<file path="config.mk">
export PLATFORM = sky130hd
export DESIGN_NAME = dm_ctrl_flat
export DESIGN_NICKNAME = d
export VERILOG_FILES = /design/src/rtl/dm_ctrl_pkg.sv /design/src/rtl/dm_ctrl_if.sv /design/src/rtl/dm_rr_arb.sv /design/src/rtl/dm_ctrl.sv /design/src/flat_wrapper.sv
export SDC_FILE = /design/constraint.sdc
export NUM_CORES = 1
export LEC_CHECK = 0
export CORE_ASPECT_RATIO = 0.9
export CORE_UTILIZATION = 39
export DETAILED_ROUTE_END_ITERATION = 8
export PLACE_DENSITY = 0.87
export SKIP_LAST_GASP = 1
export SLEW_MARGIN = 20
export SYNTH_ARGS = -nofsm -noshare
export SYNTH_HDL_FRONTEND = slang
export SYNTH_SLANG_ARGS = --single-unit
</file>
<file path="constraint.sdc">
create_clock -name clk -period 2.9 [get_ports clk]
set_input_delay 0.29 -clock clk [delete_from_list [all_inputs] [get_ports clk]]
set_output_delay 0.29 -clock clk [all_outputs]
set_load 0.02 [all_outputs]
</file>
<file path="src/rtl/dm_ctrl_pkg.sv">
// Shared types and constants for the data-memory access controller.
// Latency: n/a (types only).
// Backpressure: n/a (types only).
package dm_ctrl_pkg;

    typedef enum logic [1:0] {
        OP_LOAD  = 2'd0,
        OP_STORE = 2'd1,
        OP_PUSH  = 2'd2,
        OP_POP   = 2'd3
    } op_e;

    typedef enum logic [1:0] {
        ST_IDLE   = 2'd0,
        ST_ACCESS = 2'd1,
        ST_RESP   = 2'd2
    } state_e;

    localparam logic ID_CORE = 1'b0;
    localparam logic ID_LD   = 1'b1;

    localparam logic [15:0] SP_RESET_DEF = 16'hFFFF;
    localparam logic [15:0] SP_LIMIT_DEF = 16'hFE00;

    // One latched request, whichever requester it came from.
    typedef struct packed {
        op_e         op;
        logic [8:0]  addr;
        logic [15:0] wdata;
        logic        id;
    } req_t;

endpackage

</file>
<file path="src/rtl/dm_ctrl_if.sv">
// Bundle of core request, loader request, response and data-memory bus signals.
// Latency: n/a (wires only).
// Backpressure: core_ready/ld_ready; requesters hold valid and payload until ready.
// slave  = controller view (dm_ctrl), master = environment view (core, loader, memory).
interface dm_ctrl_if;
    import dm_ctrl_pkg::*;

    logic        core_valid;
    op_e         core_op;
    logic [8:0]  core_addr;
    logic [15:0] core_wdata;
    logic        core_ready;

    logic        ld_valid;
    logic        ld_we;
    logic [8:0]  ld_addr;
    logic [15:0] ld_wdata;
    logic        ld_ready;

    logic        resp_valid;
    logic        resp_id;
    logic [15:0] resp_rdata;
    logic        resp_err;
    logic [15:0] sp;

    logic        dm_store;
    logic        dm_push;
    logic        dm_pop;
    logic [15:0] dm_sp;
    logic [8:0]  dm_address;
    logic [15:0] dm_rez;
    logic [15:0] dm_rdata;

    modport slave (
        input  core_valid, core_op, core_addr, core_wdata,
        input  ld_valid, ld_we, ld_addr, ld_wdata,
        input  dm_rdata,
        output core_ready, ld_ready,
        output resp_valid, resp_id, resp_rdata, resp_err, sp,
        output dm_store, dm_push, dm_pop, dm_sp, dm_address, dm_rez
    );

    modport master (
        output core_valid, core_op, core_addr, core_wdata,
        output ld_valid, ld_we, ld_addr, ld_wdata,
        output dm_rdata,
        input  core_ready, ld_ready,
        input  resp_valid, resp_id, resp_rdata, resp_err, sp,
        input  dm_store, dm_push, dm_pop, dm_sp, dm_address, dm_rez
    );

endinterface

</file>
<file path="src/rtl/dm_rr_arb.sv">
// Two-way round-robin arbiter; req[0] = core, req[1] = loader.
// Latency: grant is combinational from req; pointer updates on the edge after en.
// Backpressure: en marks the grant as consumed; without en the pointer holds.
// Ports: clk, rst_n, req[1:0], en, gnt[1:0] (one-hot or zero).
module dm_rr_arb
    import dm_ctrl_pkg::*;
(
    input  logic       clk,
    input  logic       rst_n,
    input  logic [1:0] req,
    input  logic       en,
    output logic [1:0] gnt
);

    logic ptr_q;   // requester that has priority next

    always_comb begin
        gnt = 2'b00;
        if (ptr_q == ID_CORE) begin
            if (req[0])      gnt = 2'b01;
            else if (req[1]) gnt = 2'b10;
        end else begin
            if (req[1])      gnt = 2'b10;
            else if (req[0]) gnt = 2'b01;
        end
    end

    // Priority passes to the requester that did not just win.
    always_ff @(posedge clk or negedge rst_n) begin
        if (!rst_n)
            ptr_q <= ID_CORE;
        else if (en)
            ptr_q <= gnt[0] ? ID_LD : ID_CORE;
    end

endmodule

</file>
<file path="src/rtl/dm_ctrl.sv">
// Data-memory access controller: owns the stack pointer, serialises load/store/push/pop.
// Latency: accept N, memory access N+1, resp_valid N+2; one access per 3 cycles.
// Backpressure: ready only in IDLE; losers and late requesters hold valid until ready.
// Ports: clk, rst_n, bus (dm_ctrl_if.slave: core/loader requests, response, sp, dm_* memory bus).
// Build option DM_CTRL_LOADER_EN: when defined, loader port and round-robin arbitration are live.
module dm_ctrl
    import dm_ctrl_pkg::*;
#(
    parameter logic [15:0] SP_RESET = SP_RESET_DEF,
    parameter logic [15:0] SP_LIMIT = SP_LIMIT_DEF
) (
    input  logic      clk,
    input  logic      rst_n,
    dm_ctrl_if.slave  bus
);

    state_e      state_q, state_d;
    req_t        req_q;
    req_t        core_req, ld_req;
    logic [15:0] sp_q, sp_dec;
    logic [15:0] rdata_q;
    logic        err_q;
    logic        stk_err;
    logic [1:0]  arb_req, arb_gnt;
    logic        grant_en;

    assign core_req = '{op: bus.core_op, addr: bus.core_addr, wdata: bus.core_wdata, id: ID_CORE};

`ifdef DM_CTRL_LOADER_EN
    assign arb_req = {bus.ld_valid, bus.core_valid};
    assign ld_req  = '{op: (bus.ld_we ? OP_STORE : OP_LOAD), addr: bus.ld_addr,
                       wdata: bus.ld_wdata, id: ID_LD};
`else
    logic unused_ld;
    assign unused_ld = ^{bus.ld_valid, bus.ld_we, bus.ld_addr, bus.ld_wdata};
    assign arb_req   = {1'b0, bus.core_valid};
    assign ld_req    = '0;
`endif

    assign grant_en = (state_q == ST_IDLE) && (|arb_req);

    dm_rr_arb u_arb (
        .clk   (clk),
        .rst_n (rst_n),
        .req   (arb_req),
        .en    (grant_en),
        .gnt   (arb_gnt)
    );

    assign bus.core_ready = grant_en & arb_gnt[0];
    assign bus.ld_ready   = grant_en & arb_gnt[1];

    // Bounds checks happen before the memory sees anything: a refused
    // push/pop still walks through ACCESS, but with every dm_* held low.
    assign sp_dec  = sp_q - 16'd1;
    assign stk_err = ((req_q.op == OP_PUSH) && (sp_dec < SP_LIMIT)) ||
                     ((req_q.op == OP_POP)  && (sp_q == SP_RESET));

    // State register
    always_ff @(posedge clk or negedge rst_n) begin
        if (!rst_n) state_q <= ST_IDLE;
        else        state_q <= state_d;
    end

    // Next-state logic
    always_comb begin
        state_d = state_q;
        case (state_q)
            ST_IDLE:   if (grant_en) state_d = ST_ACCESS;
            ST_ACCESS: state_d = ST_RESP;
            ST_RESP:   state_d = ST_IDLE;
            default:   state_d = ST_IDLE;
        endcase
    end

    // Outputs decoded from the state register only, so an asynchronous
    // reset drops every memory control immediately.
    always_comb begin
        bus.dm_store   = 1'b0;
        bus.dm_push    = 1'b0;
        bus.dm_pop     = 1'b0;
        bus.dm_sp      = '0;
        bus.dm_address = '0;
        bus.dm_rez     = '0;
        bus.resp_valid = (state_q == ST_RESP);
        bus.resp_id    = (state_q == ST_RESP) ? req_q.id : 1'b0;
        bus.resp_rdata = (state_q == ST_RESP) ? rdata_q : 16'h0;
        bus.resp_err   = (state_q == ST_RESP) ? err_q : 1'b0;
        if ((state_q == ST_ACCESS) && !stk_err) begin
            case (req_q.op)
                OP_LOAD: bus.dm_address = req_q.addr;
                OP_STORE: begin
                    bus.dm_store   = 1'b1;
                    bus.dm_address = req_q.addr;
                    bus.dm_rez     = req_q.wdata;
                end
                OP_PUSH: begin
                    bus.dm_push = 1'b1;
                    bus.dm_sp   = sp_dec;
                    bus.dm_rez  = req_q.wdata;
                end
                OP_POP: begin
                    bus.dm_pop = 1'b1;
                    bus.dm_sp  = sp_q;
                end
                default: ;
            endcase
        end
    end

    assign bus.sp = sp_q;

    // Request latch, stack pointer and response capture
    always_ff @(posedge clk or negedge rst_n) begin
        if (!rst_n) begin
            req_q   <= '0;
            sp_q    <= SP_RESET;
            rdata_q <= '0;
            err_q   <= 1'b0;
        end else begin
            if (grant_en)
                req_q <= arb_gnt[1] ? ld_req : core_req;
            if (state_q == ST_ACCESS) begin
                err_q   <= stk_err;
                rdata_q <= '0;
                if (!stk_err) begin
                    case (req_q.op)
                        OP_LOAD: rdata_q <= bus.dm_rdata;
                        OP_PUSH: sp_q    <= sp_dec;
                        OP_POP: begin
                            rdata_q <= bus.dm_rdata;
                            sp_q    <= sp_q + 16'd1;
                        end
                        default: ;
                    endcase
                end
            end
        end
    end

endmodule

</file>
<file path="src/flat_wrapper.sv">
// flat-port wrapper written by rule: the top's interface ports become plain ports
module dm_ctrl_flat import dm_ctrl_pkg::*;
#(
    parameter logic [15:0] SP_RESET = SP_RESET_DEF,
    parameter logic [15:0] SP_LIMIT = SP_LIMIT_DEF
)
  (clk, rst_n, bus_core_valid, bus_core_op, bus_core_addr, bus_core_wdata, bus_ld_valid, bus_ld_we, bus_ld_addr, bus_ld_wdata, bus_dm_rdata, bus_core_ready, bus_ld_ready, bus_resp_valid, bus_resp_id, bus_resp_rdata, bus_resp_err, bus_sp, bus_dm_store, bus_dm_push, bus_dm_pop, bus_dm_sp, bus_dm_address, bus_dm_rez);
  dm_ctrl_if bus_i ();
  input  logic clk;
  input  logic rst_n;
  input wire logic [$bits(bus_i.core_valid)-1:0] bus_core_valid;
  input wire logic [$bits(bus_i.core_op)-1:0] bus_core_op;
  input wire logic [$bits(bus_i.core_addr)-1:0] bus_core_addr;
  input wire logic [$bits(bus_i.core_wdata)-1:0] bus_core_wdata;
  input wire logic [$bits(bus_i.ld_valid)-1:0] bus_ld_valid;
  input wire logic [$bits(bus_i.ld_we)-1:0] bus_ld_we;
  input wire logic [$bits(bus_i.ld_addr)-1:0] bus_ld_addr;
  input wire logic [$bits(bus_i.ld_wdata)-1:0] bus_ld_wdata;
  input wire logic [$bits(bus_i.dm_rdata)-1:0] bus_dm_rdata;
  output wire logic [$bits(bus_i.core_ready)-1:0] bus_core_ready;
  output wire logic [$bits(bus_i.ld_ready)-1:0] bus_ld_ready;
  output wire logic [$bits(bus_i.resp_valid)-1:0] bus_resp_valid;
  output wire logic [$bits(bus_i.resp_id)-1:0] bus_resp_id;
  output wire logic [$bits(bus_i.resp_rdata)-1:0] bus_resp_rdata;
  output wire logic [$bits(bus_i.resp_err)-1:0] bus_resp_err;
  output wire logic [$bits(bus_i.sp)-1:0] bus_sp;
  output wire logic [$bits(bus_i.dm_store)-1:0] bus_dm_store;
  output wire logic [$bits(bus_i.dm_push)-1:0] bus_dm_push;
  output wire logic [$bits(bus_i.dm_pop)-1:0] bus_dm_pop;
  output wire logic [$bits(bus_i.dm_sp)-1:0] bus_dm_sp;
  output wire logic [$bits(bus_i.dm_address)-1:0] bus_dm_address;
  output wire logic [$bits(bus_i.dm_rez)-1:0] bus_dm_rez;
  assign bus_i.core_valid = bus_core_valid;
  assign bus_i.core_op = bus_core_op;
  assign bus_i.core_addr = bus_core_addr;
  assign bus_i.core_wdata = bus_core_wdata;
  assign bus_i.ld_valid = bus_ld_valid;
  assign bus_i.ld_we = bus_ld_we;
  assign bus_i.ld_addr = bus_ld_addr;
  assign bus_i.ld_wdata = bus_ld_wdata;
  assign bus_i.dm_rdata = bus_dm_rdata;
  assign bus_core_ready = bus_i.core_ready;
  assign bus_ld_ready = bus_i.ld_ready;
  assign bus_resp_valid = bus_i.resp_valid;
  assign bus_resp_id = bus_i.resp_id;
  assign bus_resp_rdata = bus_i.resp_rdata;
  assign bus_resp_err = bus_i.resp_err;
  assign bus_sp = bus_i.sp;
  assign bus_dm_store = bus_i.dm_store;
  assign bus_dm_push = bus_i.dm_push;
  assign bus_dm_pop = bus_i.dm_pop;
  assign bus_dm_sp = bus_i.dm_sp;
  assign bus_dm_address = bus_i.dm_address;
  assign bus_dm_rez = bus_i.dm_rez;
  dm_ctrl #(.SP_RESET(SP_RESET), .SP_LIMIT(SP_LIMIT)) u_core (.clk(clk), .rst_n(rst_n), .bus(bus_i));
endmodule
</file>
# After elaboration in Yosys (flattened, before gate mapping)
# Cells that the tools add are included.
# totals
wordCells,56
ff_bits,63
in_bits,73
# op_classes
magnitude_cmp,1
n_addsub,2
n_mux,22
n_reduce_logical,13
bitwise_logic,3
n_eq_ne,7
# ops
op,count
16-bit two-way mux,6
16-bit one-hot mux with 2 select lines,2
28-bit two-way mux,1
9-bit two-way mux,2
16-bit by 1-bit adder with 16-bit output (second input constant),1
16-bit == test (second input constant),1
16-bit less-than comparator (second input constant),1
16-bit by 1-bit subtractor with 16-bit output (second input constant),1
1-bit two-way mux,9
2-bit == test (second input constant),3
2-bit OR reduction,3
2-bit by 1-bit == test with 1-bit output (second input constant),2
1-bit logical AND,4
2-bit logical NOT,2
2-bit one-hot mux with 2 select lines,1
3-bit AND reduction,1
2-bit two-way mux,1
2-bit by 1-bit inequality test with 1-bit output (second input constant),1
2-bit nonzero test,1
1-bit bitwise AND,1
1-bit bitwise AND (second input constant),1
1-bit logical NOT,1
1-bit logical OR,1
1-bit inverter,1

# Depth between registers and ports, before layout
# Gate-level depths: netlist of run 1.
# logic_depth
depth_word,7
ltp_mapped,11
depth_no_buf,9

# By module
# From an unflattened synthesis of run 1, not the netlist that was laid out.
# hier_totals
cells_unflattened,563
hier_area_um2,4490.6
# modules_own_cells
module,n_inst,seq_area_each_um2,cells_each,area_per_inst_um2
dm_ctrl,1,1571.5,558,4428.0
dm_rr_arb,1,25.0,5,62.6

# Worst setup path before layout of run 1
# OpenSTA, ideal clock, no wires.
# synth_path
path_kind,flip-flop to output port
from,"reg u_core.sp_q[0], in the netlist u_core.bus.sp[0]"
to,out bus_dm_rez[10]
path_buffers,2
slack_ns,-0.429
path_stages_with_launch,12
t_arrival_ns,3.039
cell_sequence,dfstp_2 -> clkbuf_1 -> inv_1 -> ha_1 -> or4b_1 -> or2_1 -> or4_4 -> nand3_4 -> nand3_4 -> a21oi_2 -> clkbuf_2 -> and3_1
# synth_via
elab_chain_cells,7
elab_cells_between_ends,9
cone_classes,add/sub: 1; order compare: 1; eq/ne: 1; mux: 1; reduce/logical: 5
# synth_lines
element,line,text
"start, declared",dm_ctrl.sv:20,"logic [15:0] sp_q, sp_dec;"
"start signal, assigned",dm_ctrl.sv:129,OP_PUSH: sp_q <= sp_dec;
"start signal, assigned",dm_ctrl.sv:132,sp_q <= sp_q + 16'd1;
16-bit by 1-bit subtractor with 16-bit output,dm_ctrl.sv:55,assign sp_dec = sp_q - 16'd1;
16-bit less-than comparator,dm_ctrl.sv:56,assign stk_err = ((req_q.op == OP_PUSH) && (sp_dec < SP_LIMIT)) ||
1-bit logical AND,dm_ctrl.sv:56,
1-bit logical OR *,dm_ctrl.sv:56,
1-bit logical NOT *,dm_ctrl.sv:89,if ((state_q == ST_ACCESS) && !stk_err) begin
1-bit logical AND *,dm_ctrl.sv:89,
16-bit two-way mux *,dm_ctrl.sv:89,
"end, declared",flat_wrapper.sv:32,output wire logic [$bits(bus_i.dm_rez)-1:0] bus_dm_rez;
# Mark *: on every way between the ends. The rest lies on a longest branch, timed or not.

# Worst setup path after layout of run 1
# layout_path
from,"reg u_core.sp_q[0], in the netlist u_core.bus.sp[0]"
to,out bus_dm_rez[5]
# Same word-level chain as after synthesis.

==> metrics.txt, run 1 <==
ranking of synthesized cells by area dfrtp_1 31%, dfstp_2 11%, mux2_2 7.5%; # setup viols final 57; Async SR Flop Fraction 1.000; Overflow after GRT 0; Tmin final 3.223 ns; clk_skew 0.005608 ns; initial antenna violation count 0; starting density of the core 0.4059; fmax 310.3 MHz; Max-Cap Viols 0; Detail Route Antenna Nets 0; most common cell after layout, fill and taps aside clkdlybuf4s50_1; setup_tns -13.07 ns; R2R cell count 13; flop-to-flop setup slack -0.03 ns; 1st-pass router iterations 5; average wire per standard cell 17.43 um; Initial DRC Count 168; vias 3,796; nature of the critical path endpoint output pin; CP startpoint kind flip-flop; first-pass GRT wire length 18,610 um; Cell Area, Synth 3737 um^2; # nets final 644; Pleak 2.550 nW; clock slew at reported path FFs 0.07 ns; Clk pwr share 0.166; pin count of the biggest net entering global routing 44; switching part of the total power 0.3911; Yosys top cell by area dfrtp_1; final core occ 0.6718; FF-to-FF Start u_core.bus.sp[0]; overall routing resource usage 0.2385; setup ws final -0.3232 ns; Slew Viols, Final 0; final instance area 6186 um^2; sequential-to-total area share from yosys stat 0.4205; Top FF cell, synth dfrtp_1; worst hold path type in2async; vias in the first global route 3,806; failing checks negative setup slack; clk root buf clkbuf_8; Synth Instances 397; Worst Path Arrival 2.93 ns; Reg power frac 0.300; DR vias/cell 5.493; DP HPWL 8282 um; status complete, but fails checks; count of buffers from port buffering 124; Core ar. 9208 um^2; internal power 0.002902 W; P&R area growth vs syn 65.52%; ant diodes 0; RSZ-0062 raised after global routing true; die height 94.87 um; IO Count 154; CTS Buf Count 9; Placement Cell Area 5632 um^2; library cells used by synthesis 54; H-tree depth 3; GP Congestion 0.9856; Clk Latency, worst-skew pair 0.33 ns; CTS tree yes; most used cells in the layout excluding fill and tap cells 79 x clkdlybuf4s50_1, 60 x buf_4, 46 x dfrtp_1; Tot Pwr 0.004767 W; residual DRC count 0; maximum vdd ir drop 0.4217 mV; final WL 12,040 um; clk buf depth 2; Synthesis Warnings 0; Crit Path Max Fanout 14; die area 9979 um^2; Comb pwr share 0.533; EDFF count, synth 0; FP Rows 33; final period utilization 1.111; WS Path Type reg2out; max_slew headroom 0.3625; Net Sw Power 0.001864 W; die width 105.2 um; share of cells above drive strength 1 0.4323; clock sink count 62; Synth top area share 0.3080; Final Hold Viols 0; reg-to-reg critical path endpoint u_core.bus.sp[3]; synthesized area per cell 9.414 um^2; CP Data Required Time 2.61 ns; Slew @ Worst Pin 0.9562 ns; PwrDens 770.6 nW/um^2; #FFs+latches synth 62
worst max-delay path by stage:
stage / startpoint / to / slack [ns]
6_report: u_core.bus.sp[0] / bus_dm_rez[5] / -0.32
4_1_cts: u_core.bus.sp[1] / bus_dm_rez[3] / -0.37
5_1_grt: u_core.bus.sp[1] / bus_dm_sp[13] / -0.42
3_3_place_gp: u_core.bus.sp[1] / bus_dm_sp[8] / -0.45
2_1_floorplan: u_core.bus.sp[0] / bus_dm_rez[10] / -0.16
3_5_place_dp: u_core.bus.sp[1] / bus_dm_rez[0] / -0.51
stage by stage:
step / hold slack [ns] / worst slack (ns) / std cells
floorplan: -0.005591 / -0.1601 / 398
global placement: 0.4712 / -0.4548 / 664
detailed placement: 0.4826 / -0.5112 / 664
CTS: 0.1302 / -0.3712 / 687
global route: 0.1913 / -0.4221 / 691
finish: 0.1030 / -0.3232 / 691
logic make-up (layout without fill, tap and decap cells):
kind of cell	after synthesis	after routing	synth area share
other	1	2	0.001003
adder cells (fa/ha/maj)	6	6	0.02009
flip-flops	62	62	0.4205
XOR/XNOR	15	15	0.03515
AND/OR/NAND/NOR	170	170	0.2508
AO/OA/AOI/OAI	73	73	0.1403
multiplexers	27	27	0.08068
buffers and inverters	43	214	0.05156
synthesized netlist by cell type, types with 4 or more instances:
| library cell | n |
|---|---|
| a21oi_1 | 21 |
| nor2b_1 | 4 |
| a22o_1 | 16 |
| inv_1 | 7 |
| or3_1 | 4 |
| nand3_1 | 10 |
| nor2_1 | 24 |
| mux2_2 | 25 |
| buf_2 | 5 |
| ha_1 | 6 |
| and3_1 | 25 |
| nor3_1 | 22 |
| dfrtp_1 | 46 |
| nor4_1 | 7 |
| xor2_1 | 13 |
| nand2_1 | 32 |
| dfstp_2 | 16 |
| and2_1 | 18 |
| clkbuf_1 | 22 |
| o21ai_0 | 10 |
| nor3b_1 | 8 |
| a31oi_1 | 4 |
routing by layer:
layer	share of wire	vias up	global-route usage
met2	0.50	156	0.4084
met5	0	-	0
met3	0.062	21	0.06418
met4	0.019	0	0.08803
li1	-	1750	-
met1	0.42	1869	0.2896
repair_timing:
item | 4_1_cts | 5_1_grt
pin swaps | 7 | 6
hold buffers | 0 | 0
gates cloned | 1 | 1
setup buffers | 7 | 5
resized for setup | 260 | 39
endpoints found under the setup margin | 60 | 73
cell type report:
class / instances / area, um^2
Fill cell: 692 / 3022
Multi-Input combinational cell: 293 / 2351
Timing Repair Buffer: 192 / 1872
Sequential cell: 62 / 1572
Clock buffer: 12 / 165.2
Tap cell: 122 / 152.6
Clock inverter: 3 / 42.54
Inverter: 7 / 31.28
registers in the layout (all words and copies together) (netlist names):
register	count
u_core.bus.sp	16
u_core.err_q	1
u_core.rdata_q	16
u_core.req_q	27
u_core.state_q	2
critical path, stage by stage, from the launching register on:
cell and delay, ns:
dfstp_2 0.40, inv_6 0.06, ha_4 0.11, or4b_4 0.47, or2_4 0.25, or4_4 0.43, nand3_4 0.09, nand3_4 0.10
a21oi_4 0.16, buf_6 0.18, and3_2 0.21, buf_6 0.12
power by group through the flow:
| stage | Sequential, W | Clock, W | Combinational [W] |
|---|---|---|---|
| after floorplan | 0.00150 | 0 | 0.00125 |
| after global placement | 0.00141 | 0 | 0.00225 |
| after detailed placement | 0.00143 | 0 | 0.00232 |
| after CTS | 0.00142 | 0.000813 | 0.00243 |
| after global routing | 0.00147 | 0.000843 | 0.00271 |
| final | 0.00143 | 0.000793 | 0.00254 |
(Power assumes the default switching activity.)
==> run 2, diff against run 1 <==
- CORE_UTILIZATION: 39 -> 30
- PLACE_DENSITY: 0.87 -> 0.69
- clock period: 2.9 -> 3.65 ns (I/O delays scaled with it)
==> run 2 against run 1 <==
  * Register-to-register slack improved by 0.53 ns
  * The flow now finishes without violations
  * Count of clock-buffer cells in the layout grew 3
  * Critical path type unchanged
  * Sequential power decreased by 17%
  * Wire length fell by 12%
  * Utilization down 21 points
  * Critical path depth is the same
==> metrics.txt, run 2 (synthesis gave the netlist of run 1 again) <==
average wire per standard cell 15.40 um (was 17.43 um); residual DRC count 0 (unchanged); first-pass GRT wire length 17,510 um (was 18,610 um); clk buf depth 2 (unchanged); fill count 1,190 (was 692); fmax 279.9 MHz; FP Rows 38 (was 33); initial antenna violation count 0 (unchanged); FF-to-FF Start u_core.bus.sp[1] (was u_core.bus.sp[0]); die height 107.9 um (was 94.87 um); clk_skew 0.007228 ns (was 0.005608 ns); 1st-pass router iterations 4 (was 5); Final Hold Viols 0 (unchanged); DR vias/cell 5.100 (was 5.493); max_slew headroom 0.4253 (was 0.3625); Overflow after GRT 0 (unchanged); max reg flops 27 (unchanged); PwrDens 627.2 nW/um^2 (was 770.6 nW/um^2); # setup viols final 0 (was 57); status completed (was complete, but fails checks); final period utilization 0.9789; maximum vdd ir drop 0.3602 mV (was 0.4217 mV); Initial DRC Count 243 (was 168); Clk Latency, worst-skew pair 0.32 ns (was 0.33 ns); count of buffers from port buffering 124 (unchanged); pin count of the biggest net entering global routing 36 (was 44); hold_buf cts 0 (unchanged); starting density of the core 0.3095 (was 0.4059); final core occ 0.4598 (was 0.6718); clock sink count 62 (unchanged); share of cells above drive strength 1 0.2429 (was 0.4323); Slew Viols, Final 0 (unchanged); CTS tree yes (unchanged); most used cells in the layout excluding fill and tap cells 79 x clkdlybuf4s50_1, 46 x dfrtp_1, 32 x nand2_1 (was 79 x clkdlybuf4s50_1, 60 x buf_4, 46 x dfrtp_1); clock slew at reported path FFs 0.05 ns (was 0.07 ns); die width 119.7 um (was 105.2 um); Max-Cap Viols 0 (unchanged); H-tree depth 3 (unchanged); final WL 10,640 um (was 12,040 um); Tmin final 3.573 ns; GP Congestion 0.8112 (was 0.9856); Pleak 2.354 nW (was 2.550 nW); worst hold path type in2async (unchanged); Core ar. 12,080 um^2 (was 9208 um^2); WS Path Type reg2out (unchanged); IO Count 154 (unchanged); RSZ-0062 raised after global routing true (unchanged); P&R area growth vs syn 48.58% (was 65.52%); flop-to-flop setup slack 0.50 ns (was -0.03 ns); Detail Route Antenna Nets 0 (unchanged); most common cell after layout, fill and taps aside clkdlybuf4s50_1 (unchanged); clk root buf clkbuf_16 (was clkbuf_8); die area 12,910 um^2 (was 9979 um^2); nature of the critical path endpoint output pin (unchanged); ant diodes 0 (unchanged); CP Data Required Time 3.28 ns (was 2.61 ns); reg-to-reg critical path endpoint u_core.bus.sp[0] (was u_core.bus.sp[3]); Crit Path Max Fanout 27 (was 14); Slew @ Worst Pin 0.8602 ns (was 0.9562 ns); R2R cell count 10 (was 13); Worst Path Arrival 3.21 ns (was 2.93 ns); vias in the first global route 3,544 (was 3,806); # nets final 605 (was 644); CP startpoint kind flip-flop (unchanged); CTS Buf Count 9 (unchanged); DP HPWL 7681 um (was 8282 um); Top reg by flops u_core.req_q (unchanged); overall routing resource usage 0.1718 (was 0.2385); vias 3,524 (was 3,796); worst hold slack 0.07104 ns (was 0.1030 ns)
## run 2: layout make-up
class                   count  area, um^2  share of cell area
repair buffers            153        1458              0.2625
flip-flops and latches     62        1572              0.2830
multi-input cells         293        2024              0.3646
clock inverters             1       5.005           0.0009013
well taps                 160       200.2             0.03605
clock buffers              15       267.8             0.04822
inverters                   7       26.28            0.004732
## run 2: metrics by stage
| stage | instances | area [um^2] | setup TNS, ns | setup WS (ns) | power (W) |
|---|---|---|---|---|---|
| 5_1_grt | 691 | 5553 | -1.236 | -0.07715 | 0.003715 |
| 6_report | 691 | 5553 | 0 | 0.07691 | 0.003483 |
| 3_5_place_dp | 673 | 5245 | 0 | 0.01155 | 0.002713 |
| 3_3_place_gp | 673 | 5245 | 0 | 0.05116 | 0.002670 |
| 4_1_cts | 690 | 5547 | -0.1160 | -0.08739 | 0.003505 |
| 2_1_floorplan | 398 | 3741 | 0 | 0.2455 | 0.002087 |
## run 2: timing repair
item | in CTS | in global routing
resized for setup | 94 | 23
pin swaps | 1 | 1
gates cloned | 0 | 0
setup buffers | 1 | 1
setup endpoints to repair | 44 | 41
## run 2: metal layers
metal	share of wire	up-vias	GRT usage
li1	-	1669	-
met1	0.45	1724	0.2149
met2	0.47	123	0.2816
met3	0.076	8	0.05667
met4	0.0064	0	0.04911
met5	0	-	0
## run 2: worst max path at each step
stage | cells after the start | endpoint | startpoint
after floorplan | 11 | bus_dm_rez[10] | u_core.bus.sp[0]
after detailed placement | 11 | bus_dm_rez[2] | u_core.bus.sp[1]
after global routing | 11 | bus_dm_rez[1] | u_core.bus.sp[1]
final | 11 | bus_dm_rez[9] | u_core.bus.sp[1]
after CTS | 11 | bus_dm_rez[2] | u_core.bus.sp[1]
after global placement | 11 | bus_dm_rez[4] | u_core.bus.sp[1]
## run 2: critical path, cell delays in order (launching register included)
cell	delay, ns
dfstp_2	0.37
inv_1	0.09
ha_1	0.18
or4b_4	0.48
or2_1	0.25
or4_4	0.43
nand3_4	0.12
nand3_4	0.13
a21oi_4	0.20
buf_12	0.17
and3_1	0.18
clkdlybuf4s15_2	0.26
## run 2: report_power, final
part | total [W] | internal [W] | switching, W
logic | 0.00153 | 0.000702 | 0.000824
clock network | 0.000772 | 0.000495 | 0.000276
registers | 0.00118 | 0.000971 | 0.000214
==> run 3, diff against run 2 <==
- PLACE_DENSITY: 0.69 -> 0.72
- clock period: 3.65 -> 3.1 ns (I/O delays scaled with it)
==> run 3 against run 2 <==
  * The flow now finishes with violations (negative setup slack)
  * Utilization rose by 5.7 points
  * First-iteration DRC count fell by 18%
  * Via count rose by 5.2%
  * Sequential power rose by 14%
  * Clock skew fell by 0.0013 ns
  * Final area rose by 12%
  * Worst setup slack got worse by 0.31 ns
  * Die area did not move
  * Power rose by 40%
  * Combinational power rose by 54%
==> metrics.txt, run 3 (synthesis gave the netlist of run 1 again) <==
WS Path Type reg2out (unchanged); final period utilization 1.076; DP HPWL 7920 um (was 7681 um); Worst Path Arrival 3.02 ns (was 3.21 ns); hold_buf cts 0 (unchanged); internal power 0.003116 W (was 0.002168 W); overall routing resource usage 0.1792 (was 0.1718); CP startpoint kind flip-flop (unchanged); GP Congestion 0.9542 (was 0.8112); setup ws final -0.2348 ns (was 0.07691 ns); PwrDens 782.3 nW/um^2 (was 627.2 nW/um^2); CTS Buf Count 9 (unchanged); Crit Path Max Fanout 6 (was 27); average wire per standard cell 15.67 um (was 15.40 um); clk_skew 0.005893 ns (was 0.007228 ns); IO Count 154 (unchanged); pin count of the biggest net entering global routing 36 (unchanged); final instance area 6240 um^2 (was 5553 um^2); max reg flops 27 (unchanged); Top reg by flops u_core.req_q (unchanged); Reg power frac 0.275 (was 0.340); residual DRC count 0 (unchanged); starting density of the core 0.3095 (unchanged); initial antenna violation count 0 (unchanged); FF-to-FF Start u_core.bus.sp[0] (was u_core.bus.sp[1]); Overflow after GRT 0 (unchanged); Initial DRC Count 199 (was 243); CTS tree yes (unchanged); # nets final 646 (was 605); P&R area growth vs syn 66.96% (was 48.58%); most used cells in the layout excluding fill and tap cells 79 x clkdlybuf4s50_1, 77 x buf_4, 46 x dfrtp_1 (was 79 x clkdlybuf4s50_1, 46 x dfrtp_1, 32 x nand2_1); Clk pwr share 0.241 (was 0.222); die area 12,910 um^2 (unchanged); CP Data Required Time 2.79 ns (was 3.28 ns); die height 107.9 um (unchanged); Worst Setup EP bus_dm_rez[1] (was bus_dm_rez[9]); vias in the first global route 3,679 (was 3,544); RSZ-0062 raised after global routing true (unchanged); Comb pwr share 0.484 (was 0.438); nature of the critical path endpoint output pin (unchanged); failing checks negative setup slack; FP Rows 38 (unchanged); max_slew headroom 0.4907 (was 0.4253); first-pass GRT wire length 18,160 um (was 17,510 um); count of buffers from port buffering 124 (unchanged); maximum vdd ir drop 0.3291 mV (was 0.3602 mV); Core ar. 12,080 um^2 (unchanged); vias 3,706 (was 3,524); Net Sw Power 0.001765 W (was 0.001315 W); Final Hold Viols 0 (unchanged); 1st-pass router iterations 4 (unchanged); switching part of the total power 0.3616 (was 0.3774); H-tree depth 3 (unchanged); worst hold path type in2async (unchanged); Max-Cap Viols 0 (unchanged); # setup viols final 41 (was 0); clk buf depth 2 (unchanged); clock slew at reported path FFs 0.05 ns (about the same); share of cells above drive strength 1 0.3951 (was 0.2429); Detail Route Antenna Nets 0 (unchanged); ant diodes 0 (unchanged); Clk Latency, worst-skew pair 0.32 ns (about the same); fmax 299.9 MHz; Pleak 2.595 nW (was 2.354 nW); clk root buf clkbuf_16 (unchanged); Slew Viols, Final 0 (unchanged); status complete, but fails checks (was completed); Worst Setup SP u_core.bus.sp[0] (was u_core.bus.sp[1]); Tmin final 3.335 ns; flop-to-flop setup slack 0.12 ns (was 0.50 ns); R2R cell count 13 (was 10); most common cell after layout, fill and taps aside clkdlybuf4s50_1 (unchanged); Slew @ Worst Pin 0.7639 ns (was 0.8602 ns); DR vias/cell 5.063 (was 5.100); Place WS -0.3945 ns (was 0.01155 ns); final WL 11,470 um (was 10,640 um); clock sink count 62 (unchanged); die width 119.7 um (unchanged); reg-to-reg critical path endpoint u_core.rdata_q[1] (was u_core.bus.sp[0]); Placement Cell Area 5509 um^2 (was 5245 um^2)
[run 3: cell types whose count changed in the layout (fill, tap and decap cells not counted), sizes merged, moves of 2 or more]
cell           delta
buf              +83
bufinv            +3
clkbuf            -9
clkdlybuf4s15    -28
dlygate4sd2       -7
dlymetal6s2s      -2
[run 3: through the flow]
| step | power [W] | util | setup TNS, ns | std cells | hold WS [ns] |
|---|---|---|---|---|---|
| global route | 0.005153 | 0.5167 | -11.79 | 732 | 0.07085 |
| finish | 0.004881 | 0.5167 | -6.711 | 732 | 0.01029 |
| detailed placement | 0.003415 | 0.4562 | -15.28 | 697 | 0.3736 |
| global placement | 0.003359 | 0.4562 | -12.44 | 697 | 0.3641 |
| CTS | 0.004828 | 0.5067 | -6.853 | 729 | 0.02515 |
| floorplan | 0.002527 | - | -0.04114 | 398 | 0.01441 |
[run 3: how the worst min path moves through the flow]
stage	slack, ns	startpoint	cells past startpoint	endpoint
5_1_grt	0.07	rst_n	1	u_core.req_q[21]
3_3_place_gp	0.36	rst_n	1	u_core.req_q[23]
6_report	0.01	rst_n	1	u_core.req_q[23]
4_1_cts	0.03	rst_n	1	u_core.req_q[9]
2_1_floorplan	0.01	rst_n	0	u_core.err_q
3_5_place_dp	0.37	rst_n	1	u_core.req_q[23]
[run 3: final cells by class]
class	count	area, um^2
fillers	1096	5837
well taps	160	200.2
clock buffers	11	242.7
repair buffers	194	1847
inverters	7	28.78
clock inverters	5	106.4
flip-flops and latches	62	1572
multi-input cells	293	2243
[run 3: what timing repair did]
item / in CTS / in global routing
resized for setup: 264 / 28
cloned: 2 / 1
setup endpoints to repair: 60 / 44
setup buffers: 14 / 3
pin swaps: 10 / 12
[run 3: power groups by stage]
stage,Combinational [W],Sequential [W],Clock [W]
global route,0.00254,0.00138,0.00123
CTS,0.00229,0.00133,0.00120
global placement,0.00204,0.00132,0
finish,0.00236,0.00134,0.00118
floorplan,0.00113,0.00140,0
detailed placement,0.00208,0.00133,0
[run 3: worst max-delay path, cell delays in order (launching register included)]
cell	delay, ns
dfstp_2	0.38
inv_4	0.06
ha_4	0.12
or4b_4	0.49
or2_1	0.25
or4_4	0.43
nand3_4	0.09
nand3_4	0.10
a21oi_4	0.19
buf_12	0.15
clkbuf_16	0.14
and3_4	0.18
buf_6	0.11
[run 3: routing by layer]
layer | global-route usage | vias to the layer above | wire length, um
met1 | 0.2334 | 1801 | 4992
met3 | 0.04343 | 12 | 828
met2 | 0.2898 | 138 | 5507
met4 | 0.06071 | 0 | 144
met5 | 0 | - | 0
li1 | - | 1755 | -
==> variant (config.mk and constraints of run 2) <==
Re-encode `state_e` (3 states) as one-hot, 3 bits wide.
--- a/src/rtl/dm_ctrl_pkg.sv
+++ b/src/rtl/dm_ctrl_pkg.sv
@@ -11,8 +11,8 @@
     } op_e;
 
-    typedef enum logic [1:0] {
-        ST_IDLE   = 2'd0,
-        ST_ACCESS = 2'd1,
-        ST_RESP   = 2'd2
+    typedef enum logic [2:0] {
+        ST_IDLE   = 3'b001,
+        ST_ACCESS = 3'b010,
+        ST_RESP   = 3'b100
     } state_e;
 
Check against the original RTL: no difference found for any inputs over 10 cycles, from zero or initial values and one cycle with rst_n low; not proved beyond that.
==> variant against run 2 <==
  * Total power is 9.4% higher
  * Setup slack got worse by 0.055 ns
  * Sequential cell count rose by 1
  * Design area fell by 0.86%
  * Count of clock-buffer cells in the layout fell by 4
  * Highest routed layer unchanged
  * Routed wire length shrank 1.2%
  * Synthesized area decreased by 1.6%
==> variant: results (changes against run 2) <==
POWER
-------------------------------------------------------------------------------------------------
Peak supply drop ...................................................................       278 uV   -23%
Leakage power summed over all cells ................................................      2.66 nW   +13%

STA
-------------------------------------------------------------------------------------------------
Worst Skew .........................................................................   0.00654 ns   -0.000691 ns
Final critical-path required period ................................................      3.63 ns   +0.0552 ns
Worst max-slew margin expressed relative to the limit ..............................        46.7%   +4.1 points
Worst Hold Slack ...................................................................     0.130 ns   +0.0589 ns

PLACED DESIGN
-------------------------------------------------------------------------------------------------
Instance count after placement with tap cells included .............................          646   -4.0%
Final weighted congestion in routability-driven placement ..........................        0.871   +7.4%
Area after DPL .....................................................................    5200 um^2   -0.88%
Half-perimeter wire length of the detailed placement result ........................      7600 um   -1.1%

SETUP PATH
-------------------------------------------------------------------------------------------------
Capture instance of the worst register-to-register path ............................ u_core.rdata_q[6]$_DFFE_PN0P_
Data arrival time of the worst path ................................................      3.26 ns   +0.05 ns
Standard cell with the maximum stage delay on the critical path .................... sky130_fd_sc_hd__or4_4
Crit path capture .................................................................. bus_dm_sp[13]
R2R setup slack ....................................................................      0.69 ns   +0.19 ns
Reg2Reg Depth ......................................................................            7   -3
Crit-path max cell delay ...........................................................      0.59 ns   +0.11 ns
Highest net fanout along the worst path ............................................            7   -74%
Reg-to-reg critical path startpoint ................................................ u_core.bus.sp[5]$_DFFE_PN1P_

OUTCOME
-------------------------------------------------------------------------------------------------
Outcome ............................................................................ finished clean

DRT
-------------------------------------------------------------------------------------------------
Metal1 wirelength ..................................................................      4500 um   -5.2%
Iteration count of the initial detailed-routing pass ...............................            5   +1
DR WL met2 .........................................................................      5210 um   +3.8%
Average wire length per cell after detail routing ..................................      15.7 um   +2.2%
Met3 layer wire length in the routed design ........................................       719 um   -11%

FINAL LAYOUT
-------------------------------------------------------------------------------------------------
Cell Count, Final, Fillers Out .....................................................          668   -3.3%
Share of final-layout standard cells stronger than drive strength 1 ................        27.3%   +3.0 points
Fill cell count ....................................................................         1120   -5.9%

YOSYS
-------------------------------------------------------------------------------------------------
Number of distinct library cell variants in the gate-level netlist after synthesis .           51   -5.6%
Sequential cell area fraction in the yosys report ..................................        43.4%   +1.4 points
Avg Inst Size Synth ................................................................    10.0 um^2   +6.5%
Top cells by area in the synthesized netlist ....................................... sky130_fd_sc_hd__dfrtp_1, sky130_fd_sc_hd__dfstp_2, sky130_fd_sc_hd__mux2_2
Commonest cells in the netlist ..................................................... sky130_fd_sc_hd__dfrtp_1, sky130_fd_sc_hd__and3_1, sky130_fd_sc_hd__mux2_2

GRT
-------------------------------------------------------------------------------------------------
Met1 Resource Use GR ...............................................................        21.0%   -0.50 points
Global-route track usage on met2 ...................................................        27.6%   -0.59 points
Via count of the first global-routing pass .........................................         3380   -4.6%
GR met3 Demand/Resource ............................................................        5.43%   -0.24 points
Pin count of the biggest net entering global routing ...............................           37   +2.8%
GRT Overall Usage ..................................................................        16.8%   -0.38 points

## variant: cell count changes in the layout (fill, tap and decap cells not counted), moves of 5 or more
cell	delta
sky130_fd_sc_hd__nor3_1	-17
sky130_fd_sc_hd__nor2_1	-6
sky130_fd_sc_hd__nand2_1	-17
sky130_fd_sc_hd__clkbuf_2	+23
sky130_fd_sc_hd__clkdlybuf4s15_2	-24
sky130_fd_sc_hd__and3_1	+6
sky130_fd_sc_hd__a21oi_1	-5
sky130_fd_sc_hd__a21o_1	+12
## variant: report_power, final
| group | leakage [nW] | switching (W) | total [W] | internal (W) |
|---|---|---|---|---|
| Combinational | 1.74 | 0.000847 | 0.00155 | 0.000705 |
| Clock | 0.182 | 0.000300 | 0.00107 | 0.000773 |
| Sequential | 0.744 | 0.000168 | 0.00119 | 0.00102 |
## variant: area by class of cell
class | instances | area (um^2) | area share, %
Clock buffer | 11 | 253 | 4.59
Clock inverter | 5 | 128 | 2.32
Inverter | 10 | 37.5 | 0.682
Multi-Input combinational cell | 265 | 1940 | 35.2
Sequential cell | 63 | 1600 | 29.0
Tap cell | 156 | 195 | 3.55
Timing Repair Buffer | 158 | 1360 | 24.7
## variant: kinds of logic after synthesis
| kind of cell | share of synthesized area, % |
|---|---|
| buffers and inverters | 4.90 |
| AND/OR/NAND/NOR | 23.4 |
| multiplexers | 9.05 |
| AO/OA/AOI/OAI | 13.5 |
| XOR/XNOR | 3.57 |
| flip-flops | 43.4 |
| other | 0.102 |
| adder cells (fa/ha/maj) | 2.04 |
## variant: what timing repair did
action / in CTS / in global routing
gates resized for setup: 52 / 62
setup buffers: 0 / 6
endpoints found under the hold margin: 0 / 0
pin swaps: 1 / 1
setup endpoints to repair: 44 / 36
